[config.mk]
export PLATFORM = sky130hd
export DESIGN_NAME = segment_serializer
export DESIGN_NICKNAME = d
export VERILOG_FILES = /design/src/rtl/display_pkg.sv /design/src/rtl/seg7_decode.sv /design/src/rtl/segment_serializer.sv
export SDC_FILE = /design/constraint.sdc
export NUM_CORES = 1
export LEC_CHECK = 0
export BUFFER_PORTS_ARGS = -buffer_cell sky130_fd_sc_hd__buf_2
export CAP_MARGIN = 20
export CORE_ASPECT_RATIO = 1.25
export CORE_MARGIN = 2
export CORE_UTILIZATION = 60
export CTS_CLUSTER_DIAMETER = 40
export DETAILED_ROUTE_END_ITERATION = 7
export PLACE_DENSITY_LB_ADDON = 0.05
export SLEW_MARGIN = 40
export SYNTH_ARGS = -nofsm -noshare
export SYNTH_HDL_FRONTEND = slang
export SYNTH_SLANG_ARGS = --single-unit
export TNS_END_PERCENT = 100
[constraint.sdc]
create_clock -name clk -period 4.9 [get_ports clk]
set_clock_uncertainty 0.15 [all_clocks]
set_input_delay 0.98 -clock clk [delete_from_list [all_inputs] [get_ports clk]]
set_output_delay 0.98 -clock clk [all_outputs]
set_load 0.02 [all_outputs]
[src/rtl/display_pkg.sv]
// Shared constants for the segment display path: segment patterns,
// special digit positions and the shift-register width.
package display_pkg;

  // 7-segment patterns, bit order g,f,e,d,c,b,a (a = bit 0)
  localparam logic [6:0] SEG_0     = 7'h3F;
  localparam logic [6:0] SEG_1     = 7'h06;
  localparam logic [6:0] SEG_2     = 7'h5B;
  localparam logic [6:0] SEG_3     = 7'h4F;
  localparam logic [6:0] SEG_4     = 7'h66;
  localparam logic [6:0] SEG_5     = 7'h6D;
  localparam logic [6:0] SEG_6     = 7'h7D;
  localparam logic [6:0] SEG_7     = 7'h07;
  localparam logic [6:0] SEG_8     = 7'h7F;
  localparam logic [6:0] SEG_9     = 7'h6F;
  localparam logic [6:0] SEG_BLANK = 7'h00;

  // Digit positions with special treatment
  localparam logic [2:0] DIGIT_HOURS_TENS = 3'd5;
  localparam logic [2:0] COLON_DIGIT_A    = 3'd2;
  localparam logic [2:0] COLON_DIGIT_B    = 3'd4;

  // Bits per digit in the external shift chain
  localparam int SR_BITS = 8;

  // BCD digit to segment pattern; non-decimal codes are blank
  function automatic logic [6:0] seg_pattern(input logic [3:0] d);
    logic [6:0] p;
    case (d)
      4'd0:    p = SEG_0;
      4'd1:    p = SEG_1;
      4'd2:    p = SEG_2;
      4'd3:    p = SEG_3;
      4'd4:    p = SEG_4;
      4'd5:    p = SEG_5;
      4'd6:    p = SEG_6;
      4'd7:    p = SEG_7;
      4'd8:    p = SEG_8;
      4'd9:    p = SEG_9;
      default: p = SEG_BLANK;
    endcase
    return p;
  endfunction

endpackage

[src/rtl/seg7_decode.sv]
// Combinational BCD digit to display byte: segments, decimal point,
// whole-byte blanking and optional polarity inversion.
module seg7_decode #(
  parameter bit SEG_INVERT = 1'b0
) (
  input  logic [3:0] digit,
  input  logic       dp,
  input  logic       blank,
  output logic [7:0] seg_byte
);
  import display_pkg::*;

  logic [7:0] raw_byte;

  // Build the active-high byte, then apply output polarity
  always_comb begin
    raw_byte = 8'h00;
    if (!blank) raw_byte = {dp, seg_pattern(digit)};
    seg_byte = raw_byte ^ {8{SEG_INVERT}};
  end

endmodule

[src/rtl/segment_serializer.sv]
// Serializes decoded time digits into a 74HC595-style chain, driven by the
// display controller's load/shift slot sequence. Holds a tear-free snapshot
// of the time that only changes at a frame-start load, and flags framing
// errors in the controller's sequence.
//
// Handshake: there is no back-pressure. shift_en marks one serial slot;
// when sr_load is also high the slot loads digit bcd_select, otherwise it
// shifts one bit. time_valid is a one-cycle pulse that is always accepted.
module segment_serializer #(
  parameter int NUM_DIGITS    = 6,
  parameter bit SEG_INVERT    = 1'b0,
  parameter bit BLANK_LEADING = 1'b1
) (
  input  logic        clk,
  input  logic        rst_n,
  input  logic        shift_en,
  input  logic        sr_load,
  input  logic [2:0]  bcd_select,
  input  logic [23:0] time_bcd,
  input  logic        colon,
  input  logic        time_valid,
  output logic        serial_out,
  output logic        frame_start,
  output logic        frame_error
);
  import display_pkg::*;

  localparam logic INV_BIT = SEG_INVERT;

  logic        load, frame_load, use_pending;
  logic [24:0] src_vec;
  logic [3:0]  sel_digit;
  logic        sel_legal, dp, blank;
  logic [7:0]  dec_byte;

  logic [24:0] pending_q, pending_d;
  logic        pending_flag_q, pending_flag_d;
  logic [24:0] snap_q, snap_d;
  logic [7:0]  shreg_q, shreg_d;
  logic [3:0]  bit_cnt_q, bit_cnt_d;
  logic        seen_load_q, seen_load_d;
  logic [2:0]  prev_idx_q, prev_idx_d;
  logic        frame_start_q, frame_start_d;
  logic        frame_error_q, frame_error_d;

  // Pick the digit to load; a committing frame start decodes the fresh value
  always_comb begin
    load        = shift_en & sr_load;
    frame_load  = load & (bcd_select == 3'd0);
    use_pending = frame_load & pending_flag_q;
    src_vec     = use_pending ? pending_q : snap_q;
    sel_legal   = ({29'd0, bcd_select} < NUM_DIGITS);
    sel_digit   = 4'd0;
    for (int k = 0; k < NUM_DIGITS; k++) begin
      if ({29'd0, bcd_select} == k) sel_digit = src_vec[4*k +: 4];
    end
    dp    = src_vec[24] & ((bcd_select == COLON_DIGIT_A) | (bcd_select == COLON_DIGIT_B));
    blank = ~sel_legal |
            (BLANK_LEADING & (bcd_select == DIGIT_HOURS_TENS) & (sel_digit == 4'd0));
  end

  seg7_decode #(
    .SEG_INVERT (SEG_INVERT)
  ) u_seg7_decode (
    .digit    (sel_digit),
    .dp       (dp),
    .blank    (blank),
    .seg_byte (dec_byte)
  );

  // Capture new time into pending; move it to the snapshot at frame start.
  // A coinciding time_valid lands after the commit, so it stays pending.
  always_comb begin
    pending_d      = pending_q;
    pending_flag_d = pending_flag_q;
    snap_d         = snap_q;
    if (use_pending) begin
      snap_d         = pending_q;
      pending_flag_d = 1'b0;
    end
    if (time_valid) begin
      pending_d      = {colon, time_bcd};
      pending_flag_d = 1'b1;
    end
  end

  // Load/shift datapath plus frame start and sequencing checks
  always_comb begin
    shreg_d       = shreg_q;
    bit_cnt_d     = bit_cnt_q;
    seen_load_d   = seen_load_q;
    prev_idx_d    = prev_idx_q;
    frame_start_d = 1'b0;
    frame_error_d = 1'b0;
    if (load) begin
      shreg_d       = dec_byte;
      bit_cnt_d     = 4'd0;
      seen_load_d   = 1'b1;
      prev_idx_d    = bcd_select;
      frame_start_d = frame_load;
      frame_error_d = (seen_load_q & (bit_cnt_q != 4'(SR_BITS))) |
                      ~sel_legal |
                      (seen_load_q & (bcd_select != 3'd0) &
                       (bcd_select != prev_idx_q + 3'd1));
    end else if (shift_en) begin
      shreg_d   = {shreg_q[6:0], INV_BIT};
      bit_cnt_d = (bit_cnt_q == 4'hF) ? 4'hF : bit_cnt_q + 4'd1;
    end
  end

  // State registers
  always_ff @(posedge clk or negedge rst_n) begin
    if (!rst_n) begin
      pending_q      <= '0;
      pending_flag_q <= 1'b0;
      snap_q         <= '0;
      shreg_q        <= {8{INV_BIT}};
      bit_cnt_q      <= 4'd0;
      seen_load_q    <= 1'b0;
      prev_idx_q     <= 3'd0;
      frame_start_q  <= 1'b0;
      frame_error_q  <= 1'b0;
    end else begin
      pending_q      <= pending_d;
      pending_flag_q <= pending_flag_d;
      snap_q         <= snap_d;
      shreg_q        <= shreg_d;
      bit_cnt_q      <= bit_cnt_d;
      seen_load_q    <= seen_load_d;
      prev_idx_q     <= prev_idx_d;
      frame_start_q  <= frame_start_d;
      frame_error_q  <= frame_error_d;
    end
  end

  assign serial_out  = shreg_q[SR_BITS-1];
  assign frame_start = frame_start_q;
  assign frame_error = frame_error_q;

endmodule
==> out/metrics.yaml, run 1 <==
synth:
  synth_async_sr_flop_share_pct: 100.0
  netlist_area_um2: 3311
  synth.net_count: 322
  synth_enable_flop_cells: 0
  synthCells: 281
  ys.flop_type: "sky130_fd_sc_hd__dfrtp_1"
  yosysWarnings: 0
  yosys.cell_types.count: 45
  synth_area_per_cell_um2: 11.78
  ys_seq_area_share_pct: 52.15
  synth_seq_cells: 69
pwr:
  power.leakage_nw: 1.687
  vdd_ir_drop_max_v: 0.0002801
  pwr_density_cell_nw_per_um2: 405.3
  total_power_mw: 1.510
worst_setup_path:
  worst_setup_sp_type: "primary input"
  end_kind: "flop"
  critical_path_peak_fanout: 20
  critical-path-max-stage-delay_ns: 0.50
  crit_family: "simple AND/OR/NAND/NOR gates"
  slowest_stage: "sky130_fd_sc_hd__or3_1"
  crit_path_frequent_cell: "sky130_fd_sc_hd__nand2_1"
  worst_ep_arrival_time_ns: 3.93
  timing.critical_path.buf_inv: 1
  worst-endpoint-required_ns: 5.00
  crit_path_cell_trace: "buf_2, or3_1, or2_1, mux2_4, nor2_2, o31a_1, o22a_1, ha_1, nand2_1, nor3_1, o21ai_0, nor2b_1, nand2_1, o221ai_1"
  setup.worst_path.class: "primary input to flop"
floorplanning:
  io_pins: 36
  die_height_um: 87.05
  core_footprint_um2: 5368
  die-area_um2: 6132
  die_outline_width_um: 70.44
  std_cell_rows: 30
  start_util_pct: 61.68
layout:
  n_antenna_cell: 0
  num-nets-final: 353
  area.growth.synth_to_final_pct: 12.55
  post_route_cells_drive_above_1_share_pct: 34.38
grt:
  maximum_number_of_pins_on_one_net_before_global_route_repair: 37
  globalRouteOverflowTotal: 0
  via_count_of_the_first_global_routing_pass: 2171
  grt.total_usage_pct: 22.25
  antenna_found_initial: 0
  global_route_wire_length_before_repair_um: 10520
cts:
  post_cts_resize_count: 0
  cts_root_buf: "sky130_fd_sc_hd__clkbuf_8"
  tritoncts_num_sinks: 69
  tritoncts: "done"
  clock_tree.htree_level_count: 3
  clock_transition_at_path_regs_ns: 0.07
  cts-hold-fix-buffers: 0
  cts-buffers-inserted: 9
  insertion_delay_ns: 0.34
  post_cts.repair.setup_buffers: 0
  cts_max_path_buffers: 2
sta:
  timing.final.crit_share_pct: 78.15
  grt_setup_unrepaired: "no"
  finalSetupTns_ns: 0
  finalCriticalPeriod_ns: 3.829
  final-hold-violation-count: 0
  max_freq_mhz: 261.2
  report.final.slew_viol_count: 0
  slew-limit-headroom_pct: 60.08
  setup_viol: 0
  worstMarginPinSlew_ns: 0.5988
drt:
  drt-total-wl_um: 6265
  postRouteAntennaNets: 0
  routed-via-count: 2207
  drt_first_pass_iters: 4
  initial_drt_markers: 129
  routed_wire_length_per_instance_um: 16.44
  avgViaCountPerCell: 5.793
  detail_route.drc_violations: 0
place:
  numPortBuffers: 35
  detailed_placer_s_ending_hpwl_um: 4384
  finalWeightedCongestion: 0.8551
run:
  max_cap_viol_count: 0
hold_path:
  hold_class: "flop to flop"
run_status:
  result_of_the_run: "completed"
==> stage by stage <==
stage / util, % / hold slack (ns) / std cells / setup WS, ns / area (µm²)
after floorplan: - / 0.2847 / 281 / 1.110 / 3311
after global placement: 65.17 / 0.3016 / 365 / 0.8682 / 3498
after detailed placement: 65.17 / 0.3087 / 365 / 0.7442 / 3498
after CTS: 69.37 / 0.3286 / 381 / 1.110 / 3724
after global routing: 69.42 / 0.3639 / 381 / 0.8541 / 3726
final: 69.42 / 0.3323 / 381 / 1.071 / 3726
==> cells in the mapped netlist (2+ instances only) <==
cell type,instances,area (µm²)
sky130_fd_sc_hd__and3_1,2,12.51
sky130_fd_sc_hd__mux2_2,51,574.3
sky130_fd_sc_hd__inv_1,13,48.80
sky130_fd_sc_hd__nand2_1,16,60.06
sky130_fd_sc_hd__mux2i_1,8,80.08
sky130_fd_sc_hd__a21oi_1,13,65.06
sky130_fd_sc_hd__o22ai_1,2,12.51
sky130_fd_sc_hd__nand3b_1,2,15.01
sky130_fd_sc_hd__mux2_4,2,30.03
sky130_fd_sc_hd__o21ai_0,21,105.1
sky130_fd_sc_hd__o31ai_1,3,22.52
sky130_fd_sc_hd__dfrtp_1,69,1727
sky130_fd_sc_hd__a31oi_1,3,18.77
sky130_fd_sc_hd__buf_6,2,22.52
sky130_fd_sc_hd__nand2b_1,5,31.28
sky130_fd_sc_hd__buf_2,3,15.01
sky130_fd_sc_hd__nor2_1,7,26.28
sky130_fd_sc_hd__nor2b_1,4,25.02
sky130_fd_sc_hd__clkbuf_1,12,45.04
sky130_fd_sc_hd__o211ai_1,2,15.01
sky130_fd_sc_hd__nor3_1,2,10.01
sky130_fd_sc_hd__nand3_1,7,35.03
sky130_fd_sc_hd__ha_1,8,100.1
sky130_fd_sc_hd__o22a_1,3,26.28
==> final cells by class <==
class                      count  area, µm²
clock inverter                 5      83.83
multi-input combinational    182       1453
clock buffer                  11      141.4
timing repair buffer          37      192.7
sequential                    69       1727
inverter                      13      48.80
tap                           64      80.08
fill                         406       1642
==> registers in the layout, summed over array words and instances, names as in the netlist <==
| register | cells |
|---|---|
| shreg_q | 8 |
| frame_start | 1 |
| prev_idx_q | 3 |
| pending_q | 25 |
| bit_cnt_q | 4 |
| snap_q | 25 |
| pending_flag_q | 1 |
| frame_error | 1 |
| seen_load_q | 1 |
==> cells in the final DEF (no fill, tap or decap), types with 2 or more instances in the layout <==
| cell type | n |
|---|---|
| sky130_fd_sc_hd__buf_4 | 3 |
| sky130_fd_sc_hd__a21oi_1 | 13 |
| sky130_fd_sc_hd__nand2b_1 | 5 |
| sky130_fd_sc_hd__bufinv_16 | 2 |
| sky130_fd_sc_hd__ha_1 | 8 |
| sky130_fd_sc_hd__o31ai_1 | 3 |
| sky130_fd_sc_hd__nand2_1 | 16 |
| sky130_fd_sc_hd__o22a_1 | 3 |
| sky130_fd_sc_hd__dfrtp_1 | 69 |
| sky130_fd_sc_hd__inv_1 | 13 |
| sky130_fd_sc_hd__nor3_1 | 2 |
| sky130_fd_sc_hd__clkinvlp_4 | 2 |
| sky130_fd_sc_hd__clkbuf_8 | 10 |
| sky130_fd_sc_hd__o22ai_1 | 2 |
| sky130_fd_sc_hd__mux2_4 | 2 |
| sky130_fd_sc_hd__buf_2 | 34 |
| sky130_fd_sc_hd__a31oi_1 | 3 |
| sky130_fd_sc_hd__nor2b_1 | 4 |
| sky130_fd_sc_hd__nand3_1 | 7 |
| sky130_fd_sc_hd__mux2i_1 | 8 |
| sky130_fd_sc_hd__o211ai_1 | 2 |
| sky130_fd_sc_hd__mux2_2 | 51 |
| sky130_fd_sc_hd__and3_1 | 2 |
| sky130_fd_sc_hd__nand3b_1 | 2 |
| sky130_fd_sc_hd__o21ai_0 | 21 |
| sky130_fd_sc_hd__nor2_1 | 7 |
==> path summary, 6_finish.rpt <==
kind | startpoint | end | slack [ns] | depth (start not counted)
max | bcd_select[0] | shreg_q[0]$_DFFE_PN0P_ | 1.07 | 14
min | seen_load_q$_DFFE_PN0N_ | seen_load_q$_DFFE_PN0N_ | 0.33 | 1
max reg2reg | pending_flag_q$_DFFE_PN0P_ | shreg_q[0]$_DFFE_PN0P_ | 1.94 | 13
min reg2reg | seen_load_q$_DFFE_PN0N_ | seen_load_q$_DFFE_PN0N_ | 0.33 | 1
max in group asynchronous | rst_n | pending_q[8]$_DFFE_PN0P_ | 3.37 | 2
min in group asynchronous | rst_n | frame_error$_DFF_PN0_ | 0.44 | 1
==> report_power, final <==
part / total (mW) / internal, mW / switching [mW]
Clock: 0.511 / 0.301 / 0.209
Sequential: 0.723 / 0.665 / 0.0579
Combinational: 0.276 / 0.144 / 0.132
Total: 1.51 / 1.11 / 0.400
==> metal layers <==
metal  track usage, %  up-vias  share of wire [%]  routed length, µm
met2            36.36       57                 50               3118
met3            5.208       13                4.4                274
met4            9.965        0                2.0                125
met5                0        -                  0                  0
li1                 -     1060                  -                  -
met1            28.40     1077                 44               2746
==> logic make-up (layout without fill, tap and decap cells) <==
group | Yosys count | after routing | share of synthesized area, %
muxes | 61 | 61 | 20.67
AOI/OAI and AO/OA | 60 | 60 | 11.49
and+or+nand+nor | 50 | 50 | 7.446
buffers and inverters | 30 | 66 | 3.968
xor gates and xnor gates | 3 | 3 | 1.247
adders and majority gates | 8 | 8 | 3.024
DFF | 69 | 69 | 52.15
(Power assumes the default switching activity.)
==> inputs of run 2 (changes only) <==
Settings changed: ABC_AREA set to 1, CORE_UTILIZATION 60 to 53.
Clock period 4.9 ns to 3.3 ns, I/O delays scaled along.
==> out/metrics.yaml, run 2 <==
run_status:
  result_of_the_run: "completed"
cts:
  cts_root_buf: "sky130_fd_sc_hd__clkbuf_8"
  tritoncts: "done"
  cts-buffers-inserted: 9  # unchanged
  tritoncts_num_sinks: 69  # unchanged
  post_cts.repair.setup_buffers: 0  # unchanged
  insertion_delay_ns: 0.35  # about the same
  cts-hold-fix-buffers: 0  # unchanged
  post_cts_resize_count: 0  # unchanged
  clock_transition_at_path_regs_ns: 0.08  # about the same
  cts_max_path_buffers: 2  # unchanged
  clock_tree.htree_level_count: 3  # unchanged
sta:
  report.final.slew_viol_count: 0  # unchanged
  final-hold-violation-count: 0  # unchanged
  slew-limit-headroom_pct: 57.45  # -2.6 points
  max_freq_mhz: 360.3
  fin_ws_ns: 0.5244  # -0.5464 ns
  setup_viol: 0  # unchanged
  finalCriticalPeriod_ns: 2.776
  grt_setup_unrepaired: "no"
  timing.final.crit_share_pct: 84.11
  worstMarginPinSlew_ns: 0.6382  # +0.03942 ns
  finalSetupTns_ns: 0  # unchanged
drt:
  avgViaCountPerCell: 4.841  # -16%
  initial_drt_markers: 87  # -33%
  routed-via-count: 2643  # +20%
  drt_first_pass_iters: 4  # unchanged
  drt-total-wl_um: 6545  # +4.5%
  detail_route.drc_violations: 0  # unchanged
  postRouteAntennaNets: 0  # unchanged
  routed_wire_length_per_instance_um: 11.99  # -27%
layout:
  post_route_cells_drive_above_1_share_pct: 15.84  # -19 points
  mostFrequentLayoutCell: "sky130_fd_sc_hd__nand2_1"
  area.growth.synth_to_final_pct: 14.50
  layout.filler_cells: 594  # +46%
  final_cell_mix: "sky130_fd_sc_hd__nand2_1, sky130_fd_sc_hd__inv_1, sky130_fd_sc_hd__dfrtp_1, sky130_fd_sc_hd__o21ai_0, sky130_fd_sc_hd__nand3_1"
  num-nets-final: 497  # +41%
  layout_top_registers: "pending_q (25), snap_q (25), shreg_q (8)"
  multi_input_comb_area_um2: 1309  # -9.9%
  fin_area_um2: 3884  # +4.2%
  n_antenna_cell: 0  # unchanged
  sequential_cell_area_um2: 1727  # unchanged
place:
  numPortBuffers: 35  # unchanged
  detailed_place.area_um2: 3657  # +4.5%
  finalWeightedCongestion: 0.8426  # -1.5%
  detailed_placer_s_ending_hpwl_um: 4863  # +11%
  dp_slack_ns: 0.1481  # -0.5961 ns
worst_setup_path:
  setup.worst_path.class: "primary input to flop"
  reg2regPathDepth: 12  # -1
  reg2reg_slack_ns: 0.57  # -1.37 ns
  end_kind: "flop"
  worst_r2r_endpoint: "shreg_q[1]$_DFFE_PN0P_"
  worst_setup_path_startpoint: "bcd_select[2]"
  critical_path_peak_fanout: 10  # -50%
  worst_ep_arrival_time_ns: 2.86  # -1.07 ns
  regToRegStartpoint: "pending_flag_q$_DFFE_PN0P_"
  worst_setup_sp_type: "primary input"
  endpoint: "shreg_q[1]$_DFFE_PN0P_"
  worst-endpoint-required_ns: 3.38  # -1.62 ns
pwr:
  p_switching_uw: 595.9  # +49%
  cellInternalPower_mw: 1.560  # +41%
  power_switching_share_pct: 27.63  # +1.2 points
  p_seq_share_pct: 46.7  # -1.2 points
  power.leakage_nw: 2.054  # +22%
  vdd_ir_drop_max_v: 0.0002838  # +1.3%
  share_comb_of_total_power_pct: 17.7  # -0.6 points
  power_share_of_the_clock_group_pct: 35.6  # +1.8 points
  pwr_density_cell_nw_per_um2: 555.2  # +37%
synth:
  ys_seq_area_share_pct: 50.90  # -1.3 points
  post_synth_most_frequent_cells: "sky130_fd_sc_hd__nand2_1, sky130_fd_sc_hd__inv_1, sky130_fd_sc_hd__dfrtp_1"
  yosys.cell_types.count: 32  # -29%
  synth_top_area_share_pct: 50.90  # -1.3 points
  ys.flop_type: "sky130_fd_sc_hd__dfrtp_1"
  most_frequent_cell_after_synthesis: "sky130_fd_sc_hd__nand2_1"
  synth_area_per_cell_um2: 8.154  # -31%
  synth_async_sr_flop_share_pct: 100.0  # unchanged
  synth_seq_cells: 69  # unchanged
  netlist_area_um2: 3392  # +2.5%
  synth.net_count: 457  # +42%
  synth_top_area_cell: "sky130_fd_sc_hd__dfrtp_1"
  synth_top_cells_by_area: "sky130_fd_sc_hd__dfrtp_1, sky130_fd_sc_hd__nand2_1, sky130_fd_sc_hd__inv_1"
  yosysWarnings: 0  # unchanged
  synthCells: 416  # +48%
  synth_enable_flop_cells: 0  # unchanged
floorplanning:
  io_pins: 36  # unchanged
  core_footprint_um2: 6166  # +15%
  std_cell_rows: 32  # +6.7%
  die_height_um: 93.45  # +7.3%
  start_util_pct: 55.01  # -6.7 points
  die-area_um2: 7060  # +15%
  die_outline_width_um: 75.56  # +7.3%
run:
  max_cap_viol_count: 0  # unchanged
grt:
  via_count_of_the_first_global_routing_pass: 2485  # +14%
  antenna_found_initial: 0  # unchanged
  global_route_wire_length_before_repair_um: 11160  # +6.1%
  grt.total_usage_pct: 21.16  # -1.1 points
  maximum_number_of_pins_on_one_net_before_global_route_repair: 49  # +32%
  globalRouteOverflowTotal: 0  # unchanged
hold_path:
  hold_class: "primary input to async pin"
[run 2: cell count changes after synthesis, moves of 5 or more]
cell,change
sky130_fd_sc_hd__a21oi_1,-11
sky130_fd_sc_hd__and2_1,+8
sky130_fd_sc_hd__clkbuf_1,-6
sky130_fd_sc_hd__inv_1,+60
sky130_fd_sc_hd__mux2_2,-51
sky130_fd_sc_hd__mux2i_1,-8
sky130_fd_sc_hd__nand2_1,+98
sky130_fd_sc_hd__nand2b_1,-5
sky130_fd_sc_hd__nand3_1,+29
sky130_fd_sc_hd__nand4_1,+5
sky130_fd_sc_hd__nor2_1,+5
sky130_fd_sc_hd__o21ai_0,+18
[run 2: per-stage QoR]
| stage | power, mW | util (%) | cells | hold WS [ns] |
|---|---|---|---|---|
| 6_report | 2.156 | 62.99 | 546 | 0.09881 |
| 5_1_grt | 2.296 | 62.99 | 546 | 0.1178 |
| 4_1_cts | 2.186 | 62.95 | 546 | 0.2495 |
| 3_5_place_dp | 1.407 | 59.31 | 530 | 0.3141 |
| 3_3_place_gp | 1.398 | 59.31 | 530 | 0.3114 |
| 2_1_floorplan | 1.293 | - | 416 | 0.2144 |
[run 2: final cells by class]
| cell class | instances | share of cell area, % |
|---|---|---|
| Tap cell | 85 | 2.738 |
| Inverter | 75 | 7.281 |
| Multi-Input combinational cell | 260 | 33.70 |
| Timing Repair Buffer | 41 | 6.057 |
| Clock inverter | 5 | 2.126 |
| Clock buffer | 11 | 3.640 |
| Sequential cell | 69 | 44.46 |
[run 2: worst min path at each step]
stage / startpoint / endpoint / cells past startpoint
finish: rst_n / pending_flag_q$_DFFE_PN0P_ / 1
global route: rst_n / snap_q[10]$_DFF_PN0_ / 1
CTS: rst_n / frame_start$_DFF_PN0_ / 1
detailed placement: snap_q[8]$_DFF_PN0_ / snap_q[8]$_DFF_PN0_ / 2
global placement: snap_q[9]$_DFF_PN0_ / snap_q[9]$_DFF_PN0_ / 2
floorplan: rst_n / bit_cnt_q[0]$_DFFE_PN0P_ / 0
[run 2: cells by family after synthesis]
group / share of synthesized area [%]
AOI/OAI and AO/OA: 8.448
xor gates and xnor gates: 1.033
adders and majority gates: 2.951
buffers and inverters: 10.51
DFF: 50.90
and+or+nand+nor: 26.15
[run 2: routing by layer]
layer	vias to the layer above	wire length (µm)	GRT usage, %
li1	1376	-	-
met1	1207	3189	28.50
met2	50	2993	32.68
met3	10	237	5.496
met4	0	124	7.602
met5	-	0	0
[run 2: critical path, stage by stage]
cell and delay, ns:
sky130_fd_sc_hd__buf_2 0.12, sky130_fd_sc_hd__inv_1 0.21, sky130_fd_sc_hd__nand2_4 0.12, sky130_fd_sc_hd__nor3_4 0.37, sky130_fd_sc_hd__nand2_1 0.10, sky130_fd_sc_hd__o21ai_0 0.14
sky130_fd_sc_hd__nor2_1 0.07, sky130_fd_sc_hd__nor3_1 0.37, sky130_fd_sc_hd__ha_1 0.22, sky130_fd_sc_hd__nand4_1 0.13, sky130_fd_sc_hd__nor2_2 0.16, sky130_fd_sc_hd__nor2_4 0.07
sky130_fd_sc_hd__nand3_1 0.07, sky130_fd_sc_hd__nand2_1 0.05
[run 2: power groups by stage]
stage               clock network [mW]  registers (mW)  logic [mW]
floorplan                            0            1.02       0.275
global placement                     0            1.02       0.376
detailed placement                   0            1.02       0.383
CTS                              0.792            1.01       0.386
global route                     0.831            1.02       0.443
finish                           0.767            1.01       0.382
